`config.mk`:
```
export PLATFORM = sky130hd
export DESIGN_NAME = scan_decoder_flat
export DESIGN_NICKNAME = d
export VERILOG_FILES = /design/src/rtl/scan_decoder_pkg.sv /design/src/rtl/scan_decoder_if.sv /design/src/rtl/scan_decoder_next_set_idx.sv /design/src/rtl/scan_decoder.sv /design/src/flat_wrapper.sv
export SDC_FILE = /design/constraint.sdc
export NUM_CORES = 1
export LEC_CHECK = 0
export ABC_AREA = 0
export BUFFER_PORTS_ARGS = -buffer_cell sky130_fd_sc_hd__buf_4
export CAP_MARGIN = 10
export CORE_UTILIZATION = 25
export DETAILED_ROUTE_END_ITERATION = 12
export PLACE_DENSITY = 0.51
export SYNTH_ARGS = -nofsm -noshare
export SYNTH_HDL_FRONTEND = slang
export SYNTH_HIERARCHICAL = 1
export SYNTH_SLANG_ARGS = --single-unit
```
`constraint.sdc`:
```
create_clock -name clk -period 7.76 [get_ports clk]
set_input_delay 0.776 -clock clk [delete_from_list [all_inputs] [get_ports clk]]
set_output_delay 0.776 -clock clk [all_outputs]
set_load 0.005 [all_outputs]
```
`src/rtl/scan_decoder_pkg.sv`:
```
// Shared types and constants for the scan_decoder block: mode codes, FSM encoding
// and the constant clog2 used to size the slot prescaler.
package scan_decoder_pkg;

   localparam logic MODE_DIRECT = 1'b0;
   localparam logic MODE_SCAN   = 1'b1;

   typedef enum logic [1:0] {
      ST_IDLE       = 2'd0,
      ST_DIRECT     = 2'd1,
      ST_SCAN_BLANK = 2'd2,
      ST_SCAN_DRIVE = 2'd3
   } state_t;

   function automatic int clog2(input int value);
      int r;
      r = 0;
      for (int v = value - 1; v > 0; v = v >> 1) r++;
      return r;
   endfunction

endpackage

```
`src/rtl/scan_decoder_if.sv`:
```
// Control and select bus of scan_decoder; the block is the slave, the CPU I/O logic the master.
interface scan_decoder_if #(
   parameter int SEL_W = 3
);
   import scan_decoder_pkg::*;

   localparam int N = 1 << SEL_W;

   // No valid/ready handshake: every control input is a level sampled on each rising
   // clock edge, and every output is a registered level valid for the whole cycle.
   logic             en;
   logic             mode;
   logic [SEL_W-1:0] sel_in;
   logic [N-1:0]     mask;
   logic [N-1:0]     y;
   logic [SEL_W-1:0] cur_sel;
   logic             slot_start;
   state_t           state;

   modport master (
      output en, mode, sel_in, mask,
      input  y, cur_sel, slot_start, state
   );

   modport slave (
      input  en, mode, sel_in, mask,
      output y, cur_sel, slot_start, state
   );

endinterface

```
`src/rtl/scan_decoder_next_set_idx.sv`:
```
// Circular first-set-bit search starting one past cur; wraps back onto cur itself last,
// so a lone set bit at cur yields cur and an empty mask yields any = 0.
module next_set_idx #(
   parameter int SEL_W = 3
) (
   input  logic [SEL_W-1:0]        cur,
   input  logic [(1 << SEL_W)-1:0] mask,
   output logic [SEL_W-1:0]        nxt,
   output logic                    any
);

   localparam int N = 1 << SEL_W;

   logic [SEL_W-1:0] idx;

   // Scan from the farthest offset down so the nearest set bit is written last and wins.
   always_comb begin
      nxt = cur;
      any = 1'b0;
      idx = '0;
      for (int k = N; k >= 1; k--) begin
         idx = cur + SEL_W'(k);
         if (mask[idx]) begin
            nxt = idx;
            any = 1'b1;
         end
      end
   end

endmodule

```
`src/rtl/scan_decoder.sv`:
```
// Registered one-hot select decoder with a DIRECT mode and a self-sequencing SCAN mode
// (prescaled slots, leading blanking window, masked outputs skipped).
module scan_decoder
   import scan_decoder_pkg::*;
#(
   parameter int SEL_W      = 3,
   parameter int PRESCALE   = 100000,
   parameter int BLANK      = 16,
   parameter int ACTIVE_LOW = 1
) (
   input logic           clk,
   input logic           rst_n,
   scan_decoder_if.slave bus
);

   localparam int N  = 1 << SEL_W;
   localparam int PW = (PRESCALE > 1) ? clog2(PRESCALE) : 1;

   localparam logic [PW-1:0] BLANK_TERM = PW'((BLANK > 0) ? BLANK - 1 : 0);
   localparam logic [PW-1:0] SLOT_TERM  = PW'(PRESCALE - 1);
   localparam state_t        SLOT_FIRST = (BLANK == 0) ? ST_SCAN_DRIVE : ST_SCAN_BLANK;
   localparam logic [N-1:0]  Y_OFF      = {N{ACTIVE_LOW != 0}};

   state_t           state, state_nxt;
   logic [PW-1:0]    presc, presc_nxt;
   logic [SEL_W-1:0] cur_sel, cur_sel_nxt;
   logic             slot_start, slot_start_nxt;
   logic [N-1:0]     y, y_nxt;
   logic [N-1:0]     onehot;
   logic [SEL_W-1:0] search_nxt;
   logic             search_any;

   next_set_idx #(.SEL_W(SEL_W)) u_next (
      .cur  (cur_sel),
      .mask (bus.mask),
      .nxt  (search_nxt),
      .any  (search_any)
   );

   always_ff @(posedge clk) begin
      if (!rst_n) begin
         state      <= ST_IDLE;
         presc      <= '0;
         cur_sel    <= '0;
         slot_start <= 1'b0;
         y          <= Y_OFF;
      end else begin
         state      <= state_nxt;
         presc      <= presc_nxt;
         cur_sel    <= cur_sel_nxt;
         slot_start <= slot_start_nxt;
         y          <= y_nxt;
      end
   end

   always_comb begin
      state_nxt      = state;
      presc_nxt      = presc;
      cur_sel_nxt    = cur_sel;
      slot_start_nxt = 1'b0;
      if (!bus.en) begin
         state_nxt = ST_IDLE;
      end else if (bus.mode == MODE_DIRECT) begin
         state_nxt   = ST_DIRECT;
         cur_sel_nxt = bus.sel_in;
         presc_nxt   = '0;
      end else begin
         unique case (state)
            ST_IDLE, ST_DIRECT: begin
               state_nxt      = SLOT_FIRST;
               cur_sel_nxt    = bus.sel_in;
               presc_nxt      = '0;
               slot_start_nxt = 1'b1;
            end
            ST_SCAN_BLANK: begin
               presc_nxt = presc + 1'b1;
               if (presc == BLANK_TERM) state_nxt = ST_SCAN_DRIVE;
            end
            ST_SCAN_DRIVE: begin
               // Slot boundary: advance to the next enabled output, or stay put if none.
               if (presc == SLOT_TERM) begin
                  state_nxt      = SLOT_FIRST;
                  presc_nxt      = '0;
                  cur_sel_nxt    = search_any ? search_nxt : cur_sel;
                  slot_start_nxt = 1'b1;
               end else begin
                  presc_nxt = presc + 1'b1;
               end
            end
            default: state_nxt = ST_IDLE;
         endcase
      end
   end

   // y is decoded from the next-cycle state and index so it lands in the same flop stage.
   always_comb begin
      onehot = '0;
      onehot[cur_sel_nxt] = ((state_nxt == ST_DIRECT) || (state_nxt == ST_SCAN_DRIVE))
                            && bus.mask[cur_sel_nxt];
      y_nxt = (ACTIVE_LOW != 0) ? ~onehot : onehot;
   end

   assign bus.y          = y;
   assign bus.cur_sel    = cur_sel;
   assign bus.slot_start = slot_start;
   assign bus.state      = state;

endmodule
```
`src/flat_wrapper.sv`:
```
// flat-port wrapper written by rule: the top's interface ports become plain ports
module scan_decoder_flat import scan_decoder_pkg::*;
#(
   parameter int SEL_W      = 3,
   parameter int PRESCALE   = 100000,
   parameter int BLANK      = 16,
   parameter int ACTIVE_LOW = 1
)
  (clk, rst_n, bus_en, bus_mode, bus_sel_in, bus_mask, bus_y, bus_cur_sel, bus_slot_start, bus_state);
  scan_decoder_if #(.SEL_W(SEL_W)) bus_i ();
  input logic clk;
  input logic rst_n;
  input wire logic [$bits(bus_i.en)-1:0] bus_en;
  input wire logic [$bits(bus_i.mode)-1:0] bus_mode;
  input wire logic [$bits(bus_i.sel_in)-1:0] bus_sel_in;
  input wire logic [$bits(bus_i.mask)-1:0] bus_mask;
  output wire logic [$bits(bus_i.y)-1:0] bus_y;
  output wire logic [$bits(bus_i.cur_sel)-1:0] bus_cur_sel;
  output wire logic [$bits(bus_i.slot_start)-1:0] bus_slot_start;
  output wire logic [$bits(bus_i.state)-1:0] bus_state;
  assign bus_i.en = bus_en;
  assign bus_i.mode = bus_mode;
  assign bus_i.sel_in = bus_sel_in;
  assign bus_i.mask = bus_mask;
  assign bus_y = bus_i.y;
  assign bus_cur_sel = bus_i.cur_sel;
  assign bus_slot_start = bus_i.slot_start;
  assign bus_state = bus_i.state;
  scan_decoder #(.SEL_W(SEL_W), .PRESCALE(PRESCALE), .BLANK(BLANK), .ACTIVE_LOW(ACTIVE_LOW)) u_core (.clk(clk), .rst_n(rst_n), .bus(bus_i));
endmodule
```
==> reports/results.tsv, run 1 <==
stage	metric	value	unit
timing	worst hold slack	0.517	ns
worst_setup_path	Worst setup EP type	flop	
finish	Inserted Diodes	0	
floorplan	chip height	103	um
timing	fmax	223	MHz
worst_setup_path	Critical path buffers and inverters	1	
placement	GPL Wtd Cong	0.907	
cts	clk slew on worst S/H paths	0.07	ns
timing	period utilization	0.578	
power_and_ir_drop	Switch Pwr	140	uW
route	vias	2540	
finish	total area of sequential cells	621	um^2
floorplan	die area	10500	um^2
global_route	GRT Util Overall	0.148	
status	status	completed	
synth	sequential fraction of the synthesis area	0.246	
route	Post-route DRC	0	
timing	Slew headroom	0.464	
timing	Final Hold Viols	0	
cts	CTS tree	done	
placement	DPL Wire Length	5500	um
finish	Fill cells	1073	
finish	commonest non-fill, non-tap cells in the layout	nand2_1, dfxtp_1, buf_4	
synth	Synth cell types	64	
placement	dpl cells	456	
power_and_ir_drop	Switching Fraction	0.319	
cts	CTS H-tree depth	2	
route	vias per inst	5.47	
route	drt first pass iters	4	
finish	fraction of layout cells with a size suffix above 1	0.181	
worst_setup_path	CP cell instances	inv_1 -> ha_1 -> mux4_1 -> a221o_1 -> a32o_2 -> a211oi_1 -> a211oi_1 -> nor4b_1 -> or3_1 -> o31ai_1 -> or4b_1	
route	Routed WL per cell	16.3	um
global_route	grt ovf	0	
synth	Yosys Warn Count	6	
placement	IO Port Bufs	28	
timing	final setup fails	0	
finish	commonest non-fill, non-tap cell in the layout	nand2_1	
floorplan	die extent in x	103	um
worst_setup_path	Critical Path Source Type	flop	
global_route	vias in the first global route	2477	
global_route	first-pass GRT wire length	12300	um
worst_setup_path	slowest stage cell, crit path	dfxtp_1	
power_and_ir_drop	leakage	0.00106	uW
floorplan	Site Rows	36	
timing	fin. max-slew vios	0	
synth	post-synthesis register bit count	31	
worst_setup_path	Data arrival, critical path	4.65	ns
cts	clk root buf	clkbuf_8	
global_route	initial antenna violation count	0	
synth	Syn Area/Cell	8.15	um^2
finish	area delta synth->final	16.2	%
cts	post_cts resized	0	
power_and_ir_drop	internal power	298	uW
finish	Post-Route Utilization	0.300	
synth	Main synth FF type	dfxtp_1	
floorplan	core area	9770	um^2
cts	CTS buffer count	5	
cts	clock sinks	31	
timing	RSZ-0062 raised after global routing	false	
synth	Post-synth ARST share	0	
timing	clock skew after layout	0.00657	ns
synth	Synth Cell Area	2530	um^2
run	MaxCap Viol Count	0	
route	number of routed nets with antenna violations	0	
cts	post-CTS setup buffers	0	
worst_setup_path	crit-path max FO	19	
worst_setup_path	delay-heaviest family, CP	compound AO/OA/AOI/OAI gates	
worst_setup_path	critical path's most frequent cell	a211oi_1	
power_and_ir_drop	Seq pwr share	0.382	
finish	layout net count	348	
placement	dpl ws	3.37	ns
route	DRT iter0 DRCs	200	
synth	syn_nets	328	
timing	Slew @ Worst Pin	0.803	ns
power_and_ir_drop	Comb power frac	0.293	
route	Routed WL	7590	um
power_and_ir_drop	PD cells	149	nW/um^2
synth	Gate Count Post-Synth	310	
floorplan	Top-Level Pins	29	
worst_hold_path	Hold Path Class	reg -> reg	
cts	Worst-Skew Late Latency	0.28	ns
synth	EDFF count, synth	0	
floorplan	initial core utilization	0.258	
timing	Tmin final	4.49	ns
worst_setup_path	crit-path max cell delay	0.84	ns
power_and_ir_drop	Clk pwr share	0.324	
timing	final worst setup slack	3.27	ns
finish	multi-input logic area	1790	um^2
worst_setup_path	CP Data Required Time	7.92	ns
finish	final std cells w/o fill	464	
cts	# hold bufs at CTS	0	
timing	setup tns final	0	ns
global_route	largest net degree at the start of global routing	35	
worst_setup_path	crit path kind	reg -> reg	
cts	clk buf depth	2	
power_and_ir_drop	Peak VDD IR	0.0000538	V
[state kept, by name, indices dropped and copies added, names as in the netlist]
signal and cells:
u_core/bus.cur_sel 3, u_core/presc 17, u_core/bus.state 2, u_core/bus.y 8, u_core/bus.slot_start 1
[path summary, 6_finish.rpt]
check,from,end,slack [ns],cells past startpoint
max reg2reg,u_core/bus.cur_sel[1],u_core/bus.y[0],3.27,11
max,u_core/bus.cur_sel[1],u_core/bus.y[0],3.27,11
min reg2reg,u_core/presc[16],u_core/presc[16],0.52,1
min,u_core/presc[16],u_core/presc[16],0.52,1
[power by group through the flow]
| stage | Sequential (uW) | Clock, uW | Combinational (uW) |
|---|---|---|---|
| floorplan | 167 | 0 | 96.0 |
| global placement | 171 | 0 | 127 |
| detailed placement | 171 | 0 | 125 |
| CTS | 168 | 148 | 126 |
| global route | 168 | 153 | 138 |
| finish | 167 | 142 | 129 |
[per-stage QoR]
stage	total power, uW	instance area (um^2)
detailed placement	297	2840
CTS	441	2940
global placement	298	2840
global route	460	2940
finish	438	2940
floorplan	263	2530
[layer usage]
metal | global-route usage | vias to the layer above | share of wire
li1 | - | 1240 | -
met1 | 0.199 | 1201 | 0.48
met2 | 0.243 | 80 | 0.46
met3 | 0.0169 | 19 | 0.035
met4 | 0.0571 | 0 | 0.029
met5 | 0 | - | 0
[worst register-to-register path, cell delays in order, from the launching register on]
cell and delay [ns]:
dfxtp_1 0.84, inv_1 0.31, ha_1 0.55, mux4_1 0.47, a221o_1 0.40, a32o_2 0.27, a211oi_1 0.25, a211oi_1 0.10
nor4b_1 0.30, or3_1 0.26, o31ai_1 0.13, or4b_1 0.48
[logic make-up (layout without fill, tap and decap cells)]
logic type | after synthesis | in the layout | synth area share
multiplexers | 22 | 22 | 0.130
flip-flops | 31 | 31 | 0.246
buffers and inverters | 28 | 49 | 0.0471
adder cells (fa/ha/maj) | 3 | 3 | 0.0149
AND/OR/NAND/NOR | 131 | 131 | 0.271
XOR/XNOR | 4 | 4 | 0.0139
AO/OA/AOI/OAI | 91 | 91 | 0.277
[cell usage after synthesis (all sizes together) (7+ instances only)]
master  count  share of area
nand2      33          0.049
dfxtp      31           0.25
nor2       26          0.039
a21oi      14          0.028
nand3      13          0.026
inv        12          0.018
clkbuf     11          0.017
mux2i      11          0.049
nor3       11          0.022
o211ai     11          0.033
nor2b       9          0.022
and2        7          0.017
mux4        7          0.064
o21ai       7          0.014
[layout make-up]
| class | count | share of cell area |
|---|---|---|
| Multi-Input combinational cell | 251 | 0.608 |
| Sequential cell | 31 | 0.211 |
| Timing Repair Buffer | 29 | 0.0741 |
| Tap cell | 133 | 0.0567 |
| Clock buffer | 8 | 0.0341 |
| Inverter | 12 | 0.0153 |
Note: power is estimated with default switching activity, not from simulation.
==> run 2, diff against run 1 <==
Settings changed: ABC_AREA 0 to 1, PLACE_DENSITY 0.51 to 0.52.
Clock period 7.76 ns to 3.6 ns, I/O delays scaled along.
==> run 2 against run 1 <==
Against the previous run:
- synthesized cell count increased by 26%
- global-route usage decreased by 1.4 points
- worst setup slack got worse by 2.9 ns
- final area decreased by 4.0%
- final cell count increased by 18%
- sequential share of layout area increased by 0.89 points
- clock skew decreased by 0.00092 ns
==> reports/results.tsv, run 2 <==
stage	metric	value	unit	change
finish	layout net count	436		+25%
run	MaxCap Viol Count	0		unchanged
synth	Syn Area/Cell	6.16	um^2	-24%
floorplan	die extent in x	100	um	-2.4%
synth	top cells by area, synth	dfxtp_1, nand2_1, nand3_1		
worst_setup_path	CP cell instances	inv_8 -> ha_1 -> inv_2 -> nand3_1 -> nand3_2 -> nand2_2 -> inv_1 -> nand4_1 -> nor3_1 -> nand4_1 -> o21ai_1 -> nand4_1 -> nand2_1 -> nand2_1 -> nand2_1 -> nand2_1 -> nand2_2 -> nand2_2 -> nand2_1 -> inv_1 -> nand2_1 -> nand2_2 -> nor2_4 -> nand3_1		
worst_setup_path	flop-to-flop setup slack	0.40	ns	-2.88 ns
placement	GPL Wtd Cong	0.914		+0.78%
cts	post-CTS setup buffers	0		unchanged
timing	Final Hold Viols	0		unchanged
synth	largest family of logic cells by synthesized area	simple AND/OR/NAND/NOR gates		
floorplan	chip height	100	um	-2.4%
route	drt first pass iters	4		unchanged
synth	Post-synth ARST share	0		unchanged
finish	biggest regs	u_core/presc x17, u_core/bus.y x8, u_core/bus.cur_sel x3		
floorplan	initial core utilization	0.259		+0.000446
worst_setup_path	Critical Path Source Type	flop		
route	vias per inst	4.51		-18%
timing	final setup fails	0		unchanged
finish	commonest non-fill, non-tap cell in the layout	nand2_1		
placement	DPL Wire Length	4810	um	-13%
cts	clk root buf	clkbuf_8		
status	status	completed		
cts	Worst-Skew Late Latency	0.28	ns	about the same
finish	area delta synth->final	17.2	%	
finish	Inserted Diodes	0		unchanged
finish	fin area	2820	um^2	-4.0%
synth	Synth cell types	36		-44%
global_route	largest net degree at the start of global routing	23		-34%
worst_setup_path	Worst setup EP type	flop		
finish	max reg flops	17		unchanged
finish	commonest non-fill, non-tap cells in the layout	nand2_1, nand3_1, inv_1		
synth	Synth Cell Area	2400	um^2	-4.9%
cts	clock sinks	31		unchanged
route	DRT iter0 DRCs	127		-37%
timing	Slew headroom	0.450		-0.0145
synth	post-synthesis register bit count	31		unchanged
route	vias	2467		-2.9%
timing	Tmin final	3.20	ns	-1.28 ns
global_route	vias in the first global route	2393		-3.4%
worst_setup_path	delay-heaviest family, CP	simple AND/OR/NAND/NOR gates		
synth	EDFF count, synth	0		unchanged
synth	Synth Area in Compound Gates	0.124		-0.153
worst_setup_path	crit-path max FO	10		-9
synth	area leader, netlist	dfxtp_1		
global_route	GRT Util Overall	0.134		-0.0135
finish	Reg with most FFs	u_core/presc		
floorplan	Site Rows	35		-2.8%
cts	# hold bufs at CTS	0		unchanged
power_and_ir_drop	leakage	0.00123	uW	+16%
timing	final worst setup slack	0.395	ns	-2.88 ns
global_route	initial antenna violation count	0		unchanged
synth	Gate Count Post-Synth	390		+26%
cts	clk slew on worst S/H paths	0.07	ns	about the same
timing	Slew @ Worst Pin	0.825	ns	+0.0219 ns
worst_setup_path	Data arrival, critical path	3.35	ns	-1.30 ns
worst_hold_path	Hold Path Class	in -> reg		
cts	CTS buffer count	5		unchanged
route	Routed WL per cell	11.7	um	-28%
cts	CTS H-tree depth	2		unchanged
route	Post-route DRC	0		unchanged
synth	Synth Area in Adders	0.0156		+0.000758
timing	period utilization	0.890		+0.312
timing	clock skew after layout	0.00565	ns	-0.000924 ns
placement	Cell Area, Placed	2730	um^2	-3.7%
timing	setup tns final	0	ns	unchanged
worst_setup_path	crit-path max cell delay	0.44	ns	-0.40 ns
power_and_ir_drop	Peak VDD IR	0.000111	V	+110%
placement	IO Port Bufs	28		unchanged
synth	post-synthesis simple-gate area fraction	0.470		+0.199
synth	Main synth FF type	dfxtp_1		
synth	post-synth top area share	0.258		+0.0125
worst_setup_path	slowest stage cell, crit path	dfxtp_1		
global_route	first-pass GRT wire length	11000	um	-11%
route	number of routed nets with antenna violations	0		unchanged
floorplan	die area	10000	um^2	-4.8%
synth	sequential fraction of the synthesis area	0.258		+0.0125
cts	clk buf depth	2		unchanged
timing	RSZ-0062 raised after global routing	false		
timing	fin. max-slew vios	0		unchanged
route	Routed WL	6410	um	-16%
synth	fraction of synthesized cell area in xor and xnor cells	0.0286		+0.0148
placement	dpl ws	0.323	ns	-3.05 ns
timing	fmax	312	MHz	+40%
synth	mux share of post-synthesis cell area	0		-0.130
synth	Yosys Warn Count	6		unchanged
floorplan	core area	9280	um^2	-5.0%
worst_setup_path	Critical path buffers and inverters	4		+3
worst_setup_path	crit path kind	reg -> reg		
synth	syn_nets	408		+24%
worst_setup_path	CP Data Required Time	3.75	ns	-4.17 ns
cts	CTS tree	done		
timing	worst hold slack	0.322	ns	-0.194 ns
synth	most common cell in the synthesized netlist	nand2_1		
global_route	grt ovf	0		unchanged
worst_setup_path	critical path's most frequent cell	nand2_1		
synth	top cells by count, synth	nand2_1, nand3_1, inv_1		
finish	fraction of layout cells with a size suffix above 1	0.191		+0.0101
floorplan	Top-Level Pins	29		unchanged
power_and_ir_drop	PD cells	322	nW/um^2	+120%
-- run 2: cell count changes in the layout (fill, tap and decap cells not counted), sizes merged, moves of 6 or more --
cell,delta
a21oi,+18
and2,-7
inv,+35
mux2i,-11
mux4,-7
nand2,+97
nand3,+40
nor2,+12
nor2b,-9
nor3,-6
o211ai,-8
-- run 2: report_power, final --
part	switching, uW	internal (uW)	leakage [uW]
clock	132	150	0.0000470
sequential	7.75	348	0.000251
combinational	174	96.2	0.000936
-- run 2: final timing paths --
path | from | endpoint | depth (start not counted)
setup / recovery | u_core/bus.cur_sel[0] | u_core/bus.y[4] | 24
hold / removal | bus_en | u_core/presc[0] | 2
setup reg to reg | u_core/bus.cur_sel[0] | u_core/bus.y[4] | 24
hold reg to reg | u_core/presc[1] | u_core/presc[1] | 2
-- run 2: cell type report --
type / instances / area, um^2
clock buffers: 6 / 82.6
clock inverters: 1 / 5.00
fillers: 1069 / 6470
inverters: 48 / 189
multi-input cells: 302 / 1530
flip-flops and latches: 31 / 621
well taps: 129 / 161
repair buffers: 30 / 225
-- run 2: kinds of logic after synthesis --
kind of cell / Yosys count
adders and majority gates: 3
xor gates and xnor gates: 7
buffers and inverters: 57
AOI/OAI and AO/OA: 54
DFF: 31
and+or+nand+nor: 238
-- run 2: through the flow --
| stage | power, uW | std cells | utilization |
|---|---|---|---|
| floorplan | 563 | 390 | - |
| global placement | 635 | 540 | 0.294 |
| detailed placement | 632 | 540 | 0.294 |
| CTS | 918 | 547 | 0.304 |
| global route | 975 | 547 | 0.304 |
| finish | 908 | 547 | 0.304 |
-- run 2: what timing repair did --
item | in CTS | in global routing
endpoints found under the setup margin | 0 | 8
endpoints found under the hold margin | 0 | 0
resized for setup | 0 | 2
-- run 2: metal layers --
layer	GRT usage	up-vias	routed length, um
met3	0.0202	2	173
met4	0.0346	0	42
met1	0.178	1110	3240
met2	0.229	39	2960
li1	-	1316	-
met5	0	-	0
